$ cat src/rtl/wb_pkg.sv
// Shared constants for the writeback arbiter slice.
// Holds register-file geometry and the counter width.
package wb_pkg;
   localparam int REG_AW = 5;
   localparam int REG_DW = 32;
   localparam logic [REG_AW-1:0] R0_ADDR = '0;
   localparam int CNT_W = 16;
endpackage

$ cat src/rtl/wb_write_arbiter_rr_select.sv
// Round-robin priority selector: first valid request at or after the pointer,
// wrapping modulo N_REQ. Produces a one-hot grant and its encoded index.
module rr_select #(
   parameter int N_REQ = 3,
   parameter int PW    = 2
) (
   input  logic [N_REQ-1:0] i_req,
   input  logic [PW-1:0]    i_ptr,
   output logic [N_REQ-1:0] o_grant,
   output logic [PW-1:0]    o_idx
);
   logic w_found;
   int   w_j;

   always_comb begin
      o_grant = '0;
      o_idx   = '0;
      w_found = 1'b0;
      w_j     = 0;
      for (int k = 0; k < N_REQ; k++) begin
         w_j = (int'(i_ptr) + k) % N_REQ;
         if (!w_found && i_req[w_j]) begin
            w_found      = 1'b1;
            o_grant[w_j] = 1'b1;
            o_idx        = PW'(w_j);
         end
      end
   end
endmodule

$ cat src/rtl/wb_write_arbiter.sv
// Register-file write port arbiter: round-robin, same-address oldest-wins,
// r0 drop, rf_busy stall. WB_ARB_PERF_EN adds the conflict counter.
module wb_write_arbiter
   import wb_pkg::*;
#(
   parameter int N_REQ = 3,
   parameter int DW    = REG_DW,
   parameter int AW    = REG_AW
) (
   input  logic                clk,
   input  logic                reset,
   input  logic [N_REQ-1:0]    req_valid,
   input  logic [N_REQ*AW-1:0] req_addr,
   input  logic [N_REQ*DW-1:0] req_data,
   output logic [N_REQ-1:0]    req_ready,
   input  logic                rf_busy,
   output logic                wr_en,
   output logic [AW-1:0]       wr_addr,
   output logic [DW-1:0]       wr_data,
   output logic                stall,
   output logic [CNT_W-1:0]    conflict_cnt
);
   localparam int PW = (N_REQ > 1) ? $clog2(N_REQ) : 1;

   logic [PW-1:0]    r_rr_ptr;
   logic             r_wr_en;
   logic [AW-1:0]    r_wr_addr;
   logic [DW-1:0]    r_wr_data;

   logic [N_REQ-1:0] w_rr_grant;
   logic [PW-1:0]    w_rr_idx;
   logic [N_REQ-1:0] w_coll;
   logic [PW-1:0]    w_coll_idx;
   logic             w_coll_any;
   logic [N_REQ-1:0] w_grant;
   logic [PW-1:0]    w_idx;
   logic             w_any;
   logic [AW-1:0]    w_addr;
   logic [DW-1:0]    w_data;
   logic             w_wr;

   rr_select #(
      .N_REQ (N_REQ),
      .PW    (PW)
   ) u_rr (
      .i_req   (req_valid),
      .i_ptr   (r_rr_ptr),
      .o_grant (w_rr_grant),
      .o_idx   (w_rr_idx)
   );

   // A request collides when another valid one targets the same nonzero reg.
   always_comb begin
      w_coll = '0;
      for (int i = 0; i < N_REQ; i++) begin
         for (int j = 0; j < N_REQ; j++) begin
            if (i != j && req_valid[i] && req_valid[j] &&
                req_addr[i*AW +: AW] == req_addr[j*AW +: AW] &&
                req_addr[i*AW +: AW] != AW'(R0_ADDR))
               w_coll[i] = 1'b1;
         end
      end
   end

   always_comb begin
      w_coll_idx = '0;
      w_coll_any = 1'b0;
      for (int i = N_REQ - 1; i >= 0; i--) begin
         if (w_coll[i]) begin
            w_coll_idx = PW'(i);
            w_coll_any = 1'b1;
         end
      end
   end

   always_comb begin
      w_grant = '0;
      w_idx   = w_rr_idx;
      if (!reset && !rf_busy && |req_valid) begin
         if (w_coll_any) begin
            w_idx               = w_coll_idx;
            w_grant[w_coll_idx] = 1'b1;
         end else begin
            w_grant = w_rr_grant;
         end
      end
   end

   assign w_any  = |w_grant;
   assign w_addr = req_addr[int'(w_idx)*AW +: AW];
   assign w_data = req_data[int'(w_idx)*DW +: DW];
   assign w_wr   = w_any && (w_addr != AW'(R0_ADDR));

   always_ff @(posedge clk) begin
      if (reset) begin
         r_rr_ptr  <= '0;
         r_wr_en   <= 1'b0;
         r_wr_addr <= '0;
         r_wr_data <= '0;
      end else begin
         r_wr_en <= w_wr;
         if (w_wr) begin
            r_wr_addr <= w_addr;
            r_wr_data <= w_data;
         end
         if (w_any)
            r_rr_ptr <= (w_idx == PW'(N_REQ - 1)) ? '0 : w_idx + 1'b1;
      end
   end

   assign req_ready = w_grant;
   assign stall     = |(req_valid & ~w_grant);
   assign wr_en     = r_wr_en;
   assign wr_addr   = r_wr_addr;
   assign wr_data   = r_wr_data;

`ifdef WB_ARB_PERF_EN
   logic [CNT_W-1:0] r_conflict_cnt;
   logic [3:0]       w_pop;

   always_comb begin
      w_pop = '0;
      for (int i = 0; i < N_REQ; i++)
         w_pop = w_pop + {3'b000, req_valid[i]};
   end

   always_ff @(posedge clk) begin
      if (reset)
         r_conflict_cnt <= '0;
      else if (w_pop >= 4'd2 && r_conflict_cnt != '1)
         r_conflict_cnt <= r_conflict_cnt + 1'b1;
   end

   assign conflict_cnt = r_conflict_cnt;
`else
   assign conflict_cnt = '0;
`endif
endmodule

$ cat config.mk
export PLATFORM = sky130hd
export DESIGN_NAME = wb_write_arbiter
export DESIGN_NICKNAME = d
export VERILOG_FILES = /design/src/rtl/wb_pkg.sv /design/src/rtl/wb_write_arbiter_rr_select.sv /design/src/rtl/wb_write_arbiter.sv
export SDC_FILE = /design/constraint.sdc
export NUM_CORES = 1
export LEC_CHECK = 0
export ABC_CLOCK_PERIOD_IN_PS = 9480
export BUFFER_PORTS_ARGS = -buffer_cell sky130_fd_sc_hd__buf_2
export CORE_MARGIN = 3
export CORE_UTILIZATION = 44
export DETAILED_ROUTE_END_ITERATION = 8
export GPL_TIMING_DRIVEN = 0
export PLACE_DENSITY = 0.84
export SYNTH_ARGS = -nofsm -noshare
export SYNTH_HDL_FRONTEND = slang
export SYNTH_HIERARCHICAL = 1
export SYNTH_SLANG_ARGS = --single-unit
$ cat constraint.sdc
create_clock -name clk -period 9.48 [get_ports clk]
set_input_delay 0.948 -clock clk [delete_from_list [all_inputs] [get_ports clk]]
set_output_delay 0.948 -clock clk [all_outputs]
set_load 0.02 [all_outputs]
==> metrics.md, run 1 <==
| Metric | Value |
|---|---|
| I/O pin count | around 180 |
| Row count | 31 |
| Max-cap viol count | 0 |
| Num CTS Buffers | 5 |
| Final TNS setup | 0 ps |
| Worst VDD drop | 0.0952 mV |
| PwrDens | 143 mW/mm2 |
| Synth Area in Adders | under 10% |
| Slew headroom | between 10 and 15% |
| Final ANT Viol Nets | 0 |
| Sequential element share of the synthesized area | around a quarter |
| Worst Path Required | 9620 ps |
| Hold-fix buffers, CTS | 0 |
| Clock slew at reported path FFs | 70 ps |
| Mapped Area | 0.00338 mm2 |
| CTS max path bufs | 2 |
| RSZ-0062 raised after global routing | false |
| Critical path type | input port to flip-flop |
| Largest net degree at the start of global routing | 15 |
| Post-Synth Simple-Gate Area | between 10 and 15% |
| Xor-xnor portion of the synthesized cell area | slightly below 4% |
| Mux contribution to synthesized area | 12.2% |
| Wire length per cell | around 16 um |
| Drt first pass iters | 5 |
| Placed Area | 0.00435 mm2 |
| Final Instance Area | between 0.004 and 0.005 mm2 |
| Nets | 684 |
| Initial Utilization | 46.0% |
| Cell count after synthesis | 383 |
| Dpl hpwl | around 8700 um |
| DRT iter0 DRCs | 324 |
| DRT Wirelength | roughly 11,000 um |
| Worst Hold Class | flip-flop to flip-flop |
| Main combinational cell family by area after synthesis | compound AO/OA/AOI/OAI gates |
| Final Hold Vio Count | 0 |
| Final number of max-transition violations | 0 |
| Period utilization | between 40% and 50% |
| CTS tree | yes |
| Synthesis-stage register bit count | 40 |
| Ant. Diodes | 0 |
| Hold slack final | 462 ps |
| Initial antenna violation count | 0 |
| Setup crit end kind | flip-flop |
| Warning count from the yosys run | 6 |
| Post-CTS Setup Bufs | 0 |
| Synthesized area per cell | around 8.8 um2 |
| Status | complete, no violations |
| Count of different cell masters after synthesis | 52 |
| DRC errors left | 0 |
| Via density | 5.63 |
| Clock latency on the worst-skew pair | 290 ps |
| # fillers | between 600 and 700 |
| Critical Path Source Type | input port |
| Die Y | 93.6 um |
| Core area | 0.00733 mm2 |
| Final setup fails | 0 |
| Clk sink count | 40 |
| GPL Wtd Cong | 0.884 |
| Die Wd | 93.6 um |
| Clock root buffer | clkbuf_8 |
| Commonest non-fill, non-tap cell in the layout | buf_2 |
| Fmax | 252 MHz |
| CP arrival | 4100 ps |
| Crit path time final | 3960 ps |
| FF+latch area | between 800 and 900 um2 |
| Die Footprint | 0.00876 mm2 |
| P&R area growth vs syn | 32.2% |
| Crit path max fanout | 10 |
| Overall Power | 0.638 mW |
| Slew @ Worst Pin | 1290 ps |
| Compound-cell area share of the yosys netlist | between 30% and 40% |
| Vias in the first global route | 3,423 |
| Global-route wire length before repair | 16,100 um |
| # port buffers | 158 |
| Cts repair resizes | 0 |
| Total Routing Usage GR | 22.9% |
| Pleak | 1.92 nW |
| Vias | ~3,700 |
| H-tree depth | 2 |
| Layout cells sized above 1 | about 47% |
| Multi-input gate area | between 0.002 and 0.0025 mm2 |
| GRT overflow | 0 |
| Most frequent cells in the layout | buf_2 (161), inv_1 (45), dfxtp_1 (40) |
| Fin Clk Skew | 9.58 ps |
==> state kept, by name, summed over array words and instances (netlist names) <==
register  flops
wr_data      32
wr_addr       5
r_rr_ptr      2
wr_en         1
==> metal layers <==
metal / global-route usage [%] / wire, um
met5: 0 / 0
met4: 9.51 / 366
met3: 3.70 / 756
met2: 38.5 / 5430
met1: 29.0 / 4280
==> Yosys cell counts (all sizes together) <==
cell,number,area [um2]
or4,1,7.51
nor4,1,12.5
and2b,2,15.0
a22oi,2,15.0
and3,2,12.5
nand2b,2,12.5
or3,3,18.8
dfxtp,40,801
mux2,33,372
conb,1,3.75
o211a,1,10.0
nand3,10,55.1
a21oi,16,83.8
o221ai,1,8.76
o41a,1,11.3
o2111ai,2,17.5
a21o,2,15.0
mux2i,4,40.0
nor2,9,36.3
nand4,4,25.0
o41ai,1,8.76
or2,3,18.8
a31oi,6,37.5
o21ai,12,63.8
o22ai,4,25.0
o32ai,2,25.0
buf,30,229
nor2b,2,12.5
ha,4,50.1
a221oi,68,783
nand2,23,86.3
o22a,1,8.76
or3b,2,17.5
o211ai,3,22.5
xnor2,15,131
inv,45,169
nor3,5,25.0
clkbuf,16,60.1
and2,1,6.26
o21a,1,7.51
a21boi,2,15.0
==> report_power, final <==
part           leakage [nW]  total (mW)  switching [mW]  internal (mW)
logic                  1.54       0.295           0.179          0.117
clock network        0.0548       0.144          0.0649         0.0793
registers             0.327       0.198          0.0100          0.188
total                  1.92       0.638           0.254          0.384
==> worst paths after layout <==
kind,startpoint,depth (start not counted),to,slack [ps]
worst min register to register,wr_data[9],2,wr_data[9],460
worst min-delay path,wr_data[9],2,wr_data[9],460
worst max register to register,r_rr_ptr[0],12,wr_data[17],5760
worst max-delay path,req_valid[1],11,wr_data[17],5520
==> stage by stage <==
step	utilization (%)	std cells	setup WS, ps
global placement	59.3	655	5370
global route	60.9	663	5290
floorplan	-	398	5790
CTS	60.9	663	5570
finish	60.9	663	5520
detailed placement	59.3	655	5280
==> layout make-up <==
type,count,area share (%)
clock inverter,3,1.04
clock buffer,5,1.54
timing repair buffer,158,17.7
multi-input combinational,267,48.7
tap,99,2.78
buffer,46,6.48
sequential,40,17.9
inverter,45,3.79
==> cell families (layout without fill, tap and decap cells) <==
family,count (synthesis),count (layout)
flops,40,40
xor+xnor,15,15
mux,37,37
fa+ha+maj,4,4
other cells,1,16
simple gates,70,70
buf+inv,91,257
compound gates,125,125
==> worst max-delay path: stages <==
cell,delay [ps]
buf_2,130
clkbuf_1,310
mux2_2,220
mux2i_1,100
o21ai_0,580
a21boi_1,240
buf_4,230
buf_1,490
mux2_2,400
a221oi_1,360
a221oi_2,90
Note: power is estimated with default switching activity, not from simulation.
==> run 2: changes to the inputs <==
--- a/config.mk
+++ b/config.mk
@@ -5,10 +5,10 @@
 export SDC_FILE = /design/constraint.sdc
 export NUM_CORES = 1
 export LEC_CHECK = 0
-export ABC_CLOCK_PERIOD_IN_PS = 9480
+export ABC_CLOCK_PERIOD_IN_PS = 3320
 export BUFFER_PORTS_ARGS = -buffer_cell sky130_fd_sc_hd__buf_2
 export CORE_MARGIN = 3
-export CORE_UTILIZATION = 44
+export CORE_UTILIZATION = 42
 export DETAILED_ROUTE_END_ITERATION = 8
 export GPL_TIMING_DRIVEN = 0
 export PLACE_DENSITY = 0.84
==> constraint.sdc (replaced) <==
create_clock -name clk -period 3.32 [get_ports clk]
set_input_delay 0.332 -clock clk [delete_from_list [all_inputs] [get_ports clk]]
set_output_delay 0.332 -clock clk [all_outputs]
set_load 0.02 [all_outputs]
==> run 2 against run 1 <==
Compared with the run above:
- largest power group unchanged
- utilization increased by 2.6 points
- final cell count up 3.9%
- power rose to 3.0 times the previous value
- global-route usage down 0.74 points
- worst hold slack lost 19 ps
- sequential cell count unchanged
- the flow now finishes with violations (negative setup slack)
- count of clock-buffer cells in the layout unchanged
==> metrics.md, run 2 (same netlist as run 1, synthesis figures left out) <==
| Metric | Value |
|---|---|
| Slew @ Worst Pin | 1140 ps (-154 ps) |
| # fillers | 647 (+0.47%) |
| Min-delay src | req_data[53] |
| Num CTS Buffers | 5 (unchanged) |
| DRT Wirelength | 11,400 um (+5.5%) |
| Failing checks | negative setup slack |
| Reg-to-reg setup timing slack | -9 ps (-5770 ps) |
| WHS Path Cells | 3 (+1) |
| Crit path max fanout | 5 (-5) |
| GPL Wtd Cong | 0.941 (+6.4%) |
| CTS tree | yes |
| R2R Path End | wr_addr[4] |
| Metal-1 WL | 4750 um (+11%) |
| Die Y | 95.7 um (+2.2%) |
| Gate power share | 53.5% (+7.2 points) |
| DRC errors left | 0 (unchanged) |
| Die Wd | 95.7 um (+2.2%) |
| Clock slew at reported path FFs | 80 ps (about the same) |
| Dpl hpwl | 8520 um (-2.2%) |
| DRT iter0 DRCs | 230 (-29%) |
| Setup WS post-layout | -9.29 ps (-5530 ps) |
| Final ANT Viol Nets | 0 (unchanged) |
| I/O pin count | 175 (unchanged) |
| CP arrival | 3520 ps (-580 ps) |
| Hold-fix buffers, CTS | 0 (unchanged) |
| Wire length per cell | 16.6 um (+1.5%) |
| Fin Clk Skew | 5.11 ps (-4.48 ps) |
| Final setup fails | 1 (+1) |
| Commonest non-fill, non-tap cell in the layout | buf_2 |
| DP Worst Slack | -442 ps (-5720 ps) |
| H-tree depth | 2 (unchanged) |
| Clk sink count | 40 (unchanged) |
| Clock root buffer | clkbuf_8 |
| Finished Core Util | 63.5% (+2.6 points) |
| Total Routing Usage GR | 22.2% (-0.74 points) |
| Placed Area | 0.00435 mm2 (about the same) |
| Initial antenna violation count | 0 (unchanged) |
| Nets | 707 (+3.4%) |
| Clock latency on the worst-skew pair | 290 ps (about the same) |
| Switching pwr | 0.784 mW (+210%) |
| Sw frac | 40.9% (+1.2 points) |
| Drt first pass iters | 4 (-1) |
| Die Footprint | 0.00915 mm2 (+4.5%) |
| Largest net degree at the start of global routing | 14 (-1) |
| Critical Path Source Type | flip-flop |
| Clock power share | 16.9% (-5.7 points) |
| Sequential share of power | 29.6% (-1.5 points) |
| Via density | 5.53 (-1.8%) |
| Worst Path Required | 3510 ps (-6110 ps) |
| Status | finished with violations |
| Pleak | 2.14 nW (+11%) |
| CTS max path bufs | 2 (unchanged) |
| Row count | 32 (+3.2%) |
| WL met3 | 791 um (+4.6%) |
| Fmax | about 300 MHz |
| Layout cells sized above 1 | 54.3% (+7.7 points) |
| # port buffers | 158 (unchanged) |
| Worst VDD drop | 0.300 mV (+220%) |
| Crit path time final | roughly 3300 ps |
| Ant. Diodes | 0 (unchanged) |
| Top sig layer | met4 |
| Slew headroom | 23.4% (+11 points) |
| RSZ-0062 raised after global routing | true |
| Core area | 0.00777 mm2 (+6.0%) |
| Worst Hold Class | input port to flip-flop |
| Hold endpoint | wr_data[21] |
| PwrDens | 388 mW/mm2 (+170%) |
| WL met2 | 5670 um (+4.4%) |
| Final Instance Area | 0.00493 mm2 (+11%) |
| Worst r2r src | r_rr_ptr[0] |
| Global-route wire length before repair | 16,300 um (+0.68%) |
| Critical path type | flip-flop to flip-flop |
| Fin cells | 689 (+3.9%) |
| P&R area growth vs syn | 46.1% |
| Final number of max-transition violations | 0 (unchanged) |
| Most frequent cells in the layout | buf_2 (163), inv_1 (42), a221oi_1 (38), dfxtp_1 (38), buf_4 (36) |
| Setup crit end kind | flip-flop |
| Final TNS setup | -9.29 ps (-9.29 ps) |
| Max FFs per register | 32 (unchanged) |
| Max-cap viol count | 0 (unchanged) |
| GRT overflow | 0 (unchanged) |
| Int Pwr | 1.13 mW (+190%) |
| Vias in the first global route | 3,448 (+0.73%) |
| Final Hold Vio Count | 0 (unchanged) |
| Initial Utilization | 43.5% (-2.6 points) |
| Inst Count DP | 658 (+0.46%) |
| Period utilization | 100% |
| Worst R2R Path Depth | 17 (+5) |
| Vias | 3,807 (+2.1%) |
[run 2: cell types whose count changed in the layout (fill, tap and decap cells not counted), moves of 3 or more]
| cell | previous run | this run |
|---|---|---|
| buf_12 | 0 | 4 |
| buf_4 | 20 | 36 |
| clkbuf_1 | 16 | 12 |
| clkbuf_4 | 0 | 3 |
| ha_1 | 4 | 0 |
| inv_1 | 45 | 42 |
| nor2_4 | 0 | 3 |
| o21ai_0 | 11 | 6 |
| o21ai_1 | 0 | 3 |
[run 2: worst max-delay path, stage by stage (launching register included)]
cell and delay, ps:
dfxtp_4 380, inv_2 60, ha_4 220, buf_6 120
or3b_4 390, nor2_4 130, o21ai_4 80, a21oi_4 210
a31oi_4 70, or2_4 310, buf_6 140, a22oi_2 170
o21a_2 210, a21o_1 160, buf_8 140, buf_12 110
inv_1 50, o32ai_1 270
[run 2: cell type report]
type | instances | area, um2 | share of cell area [%]
plain buffers | 46 | 357 | 7.23
clock buffers | 5 | 68.8 | 1.40
clock inverters | 3 | 18.8 | 0.381
inverters | 45 | 171 | 3.48
multi-input cells | 267 | 2370 | 48.0
flip-flops and latches | 40 | 808 | 16.4
well taps | 102 | 128 | 2.59
repair buffers | 181 | 1010 | 20.5
[run 2: power groups by stage]
stage | Clock, mW | Sequential (mW) | Combinational (mW)
after floorplan | 0 | 0.644 | 0.512
after global placement | 0 | 0.574 | 0.819
after detailed placement | 0 | 0.575 | 0.840
after CTS | 0.325 | 0.565 | 0.875
after global routing | 0.347 | 0.574 | 1.10
final | 0.324 | 0.567 | 1.02
[run 2: worst max-delay path by stage]
stage | from | end | depth (start not counted)
6_report | r_rr_ptr[0] | wr_addr[4] | 17
3_3_place_gp | r_rr_ptr[1] | wr_data[0] | 13
3_5_place_dp | r_rr_ptr[1] | wr_data[30] | 13
2_1_floorplan | r_rr_ptr[1] | wr_data[14] | 13
5_1_grt | r_rr_ptr[0] | wr_addr[4] | 17
4_1_cts | r_rr_ptr[1] | wr_data[30] | 17
[run 2: per-stage QoR]
stage / power (mW) / hold slack (ps)
finish: 1.91 / 443
global placement: 1.39 / 445
CTS: 1.76 / 412
floorplan: 1.16 / 466
global route: 2.02 / 442
detailed placement: 1.42 / 447
[run 2: metal layers]
layer | GRT usage, % | vias up
li1 | - | 1823
met1 | 28.0 | 1802
met2 | 37.2 | 159
met3 | 4.81 | 23
met4 | 7.35 | 0
met5 | 0 | -
[run 2: what timing repair did]
action / in CTS / in global routing
gates cloned: 0 / 4
setup endpoints to repair: 39 / 38
pin swaps: 3 / 27
setup buffers: 2 / 17
resized for setup: 24 / 54
==> run 3: changes to the inputs <==
--- a/config.mk
+++ b/config.mk
@@ -12,6 +12,7 @@
 export DETAILED_ROUTE_END_ITERATION = 8
 export GPL_TIMING_DRIVEN = 0
 export PLACE_DENSITY = 0.84
+export SETUP_SLACK_MARGIN = 0.4
 export SYNTH_ARGS = -nofsm -noshare
 export SYNTH_HDL_FRONTEND = slang
 export SYNTH_HIERARCHICAL = 1
==> run 3 against run 2 <==
Compared with the run above:
- global-route usage is 3.0 points higher
- routed wire length increased by 15%
- power is 16% higher
- clock power increased by 35%
- first-iteration DRC count increased by 20%
- fmax grew 0.87%
- critical endpoint is now wr_data[21]
- the run now ends clean
- sequential power increased by 0.9%
- sequential cell count unchanged
- critical path type unchanged
- count of clock-buffer cells in the layout rose by 2
==> metrics.md, run 3 (same netlist as run 1, synthesis figures left out) <==
| Metric | Value |
|---|---|
| Status | complete, no violations |
| Drt first pass iters | 5 (+1) |
| Fin cells | 712 (+3.3%) |
| Via density | 5.73 (+3.6%) |
| Wire length per cell | 18.5 um (+12%) |
| Crit path max fanout | 8 (+3) |
| Global-route wire length before repair | 18,200 um (+12%) |
| Slew @ Worst Pin | 1130 ps (-6.14 ps) |
| DRT Wirelength | 13,200 um (+15%) |
| Die Wd | 95.7 um (unchanged) |
| Final Hold Vio Count | 0 (unchanged) |
| Period utilization | 99.4% (-0.86 points) |
| I/O pin count | 175 (unchanged) |
| Commonest non-fill, non-tap cell in the layout | buf_2 |
| Nets | 730 (+3.3%) |
| Clock slew at reported path FFs | 80 ps (about the same) |
| Initial Utilization | 43.5% (unchanged) |
| Vias in the first global route | 3,896 (+13%) |
| Dpl hpwl | 8570 um (+0.68%) |
| Most frequent cells in the layout | buf_2 (158), buf_4 (53), a221oi_2 (48) |
| Clock root buffer | clkbuf_8 |
| PwrDens | 412 mW/mm2 (+6.1%) |
| # fillers | 604 (-6.6%) |
| # port buffers | 158 (unchanged) |
| Clk sink count | 40 (unchanged) |
| Multi-input gate area | 0.00252 mm2 (+6.5%) |
| Inst Count DP | 658 (unchanged) |
| Max FFs per register | 32 (unchanged) |
| Worst Path Required | 3520 ps (about the same) |
| DRC errors left | 0 (unchanged) |
| Crit path time final | 3300 ps (-28.6 ps) |
| Final ANT Viol Nets | 0 (unchanged) |
| GRT overflow | 0 (unchanged) |
| Initial antenna violation count | 0 (unchanged) |
| Worst r2r src | r_rr_ptr[1] |
| Max-cap viol count | 0 (unchanged) |
| CTS tree | yes |
| GPL Wtd Cong | 0.962 (+2.3%) |
| Core area | 0.00777 mm2 (unchanged) |
| Pleak | 2.36 nW (+11%) |
| Critical path type | flip-flop to flip-flop |
| Clock latency on the worst-skew pair | 290 ps (about the same) |
| Min-delay src | req_data[51] |
| Final setup fails | 0 (-1) |
| Final TNS setup | 0 ps (+9.29 ps) |
| Final number of max-transition violations | 0 (unchanged) |
| WHS Path Cells | 3 (unchanged) |
| Fin Clk Skew | 7.32 ps (+2.21 ps) |
| Hold endpoint | wr_data[19] |
| H-tree depth | 2 (unchanged) |
| Reg-to-reg setup timing slack | 20 ps (+30 ps) |
| FF+latch area | 808 um2 (unchanged) |
| Ant. Diodes | 0 (unchanged) |
| CP arrival | 3500 ps (-20 ps) |
| Die Y | 95.7 um (unchanged) |
| Setup crit end kind | flip-flop |
| P&R area growth vs syn | 60.0% |
| Vias | 4,077 (+7.1%) |
| Fmax | 303 MHz (+0.87%) |
| RSZ-0062 raised after global routing | true |
| Total Routing Usage GR | 25.2% (+3.0 points) |
| Worst R2R Path Depth | 18 (+1) |
| DRT iter0 DRCs | 275 (+20%) |
| Num CTS Buffers | 5 (unchanged) |
| R2R Path End | wr_data[21] |
| CTS max path bufs | 2 (unchanged) |
| Row count | 32 (unchanged) |
| Die Footprint | 0.00915 mm2 (unchanged) |
| Slew headroom | 23.9% (+0.41 points) |
| Largest net degree at the start of global routing | 13 (-1) |
| Hold slack final | 429 ps (-14.3 ps) |
| Worst VDD drop | 0.266 mV (-11%) |
| Worst Hold Class | input port to flip-flop |
| Hold-fix buffers, CTS | 0 (unchanged) |
| Critical Path Source Type | flip-flop |
| Layout cells sized above 1 | 61.8% (+7.5 points) |
run 3: cell count changes in the layout (fill, tap and decap cells not counted), sizes merged:
cell    before  now
clkinv       3    0
buf        210  235
bufinv       0    1
run 3: layer usage:
metal	wire length [um]	global-route usage, %	part of all wire, %	up-vias
met5	0	0	0	-
met4	482	8.53	3.7	0
met3	996	4.50	7.6	48
met2	7020	49.1	53	233
met1	4690	26.7	36	1918
li1	-	-	-	1878
run 3: worst max-delay path by stage:
stage / slack, ps / cells past startpoint / start / to
after floorplan: 400 / 16 / r_rr_ptr[0] / wr_addr[3]
after global placement: -200 / 11 / r_rr_ptr[1] / wr_data[8]
after detailed placement: -280 / 11 / r_rr_ptr[1] / wr_data[8]
after CTS: 230 / 18 / r_rr_ptr[1] / wr_data[31]
after global routing: -180 / 18 / r_rr_ptr[1] / wr_data[21]
final: 20 / 18 / r_rr_ptr[1] / wr_data[21]
run 3: repair_timing:
item / in CTS / in global routing
endpoints found under the setup margin: 41 / 41
gates cloned: 2 / 0
pin swaps: 18 / 18
gates resized for setup: 85 / 21
buffers inserted: 33 / 11
run 3: final cells by class:
class | count | area share, %
clock inverter | 1 | 0.556
buffer | 46 | 7.60
sequential | 40 | 15.0
inverter | 45 | 3.22
clock buffer | 7 | 1.78
tap | 102 | 2.36
timing repair buffer | 204 | 22.8
multi-input combinational | 267 | 46.7
run 3: report_power, final:
| part | internal (mW) | switching, mW | leakage, nW |
|---|---|---|---|
| clock | 0.265 | 0.173 | 0.0645 |
| combinational | 0.550 | 0.664 | 1.97 |
| sequential | 0.537 | 0.0354 | 0.329 |
run 3: metrics by stage:
stage	power [mW]	cell area, um2	util [%]	setup slack, ps
floorplan	1.19	3510	-	404
global placement	1.42	4430	57.0	-195
detailed placement	1.45	4430	57.0	-277
CTS	2.12	5230	67.4	234
global route	2.32	5400	69.5	-180
finish	2.22	5400	69.5	19.3
run 3: critical path: stages, from the launching register on:
cell	delay, ps
dfxtp_4	390
inv_4	50
ha_4	150
buf_6	120
mux2_4	300
mux2i_4	160
o211ai_1	160
o21ai_4	140
nand2_2	100
o21ai_1	130
a21oi_1	70
o21ai_1	190
o211ai_1	170
o211a_1	180
a21o_1	200
buf_8	150
buf_12	130
buf_16	130
a221oi_4	270
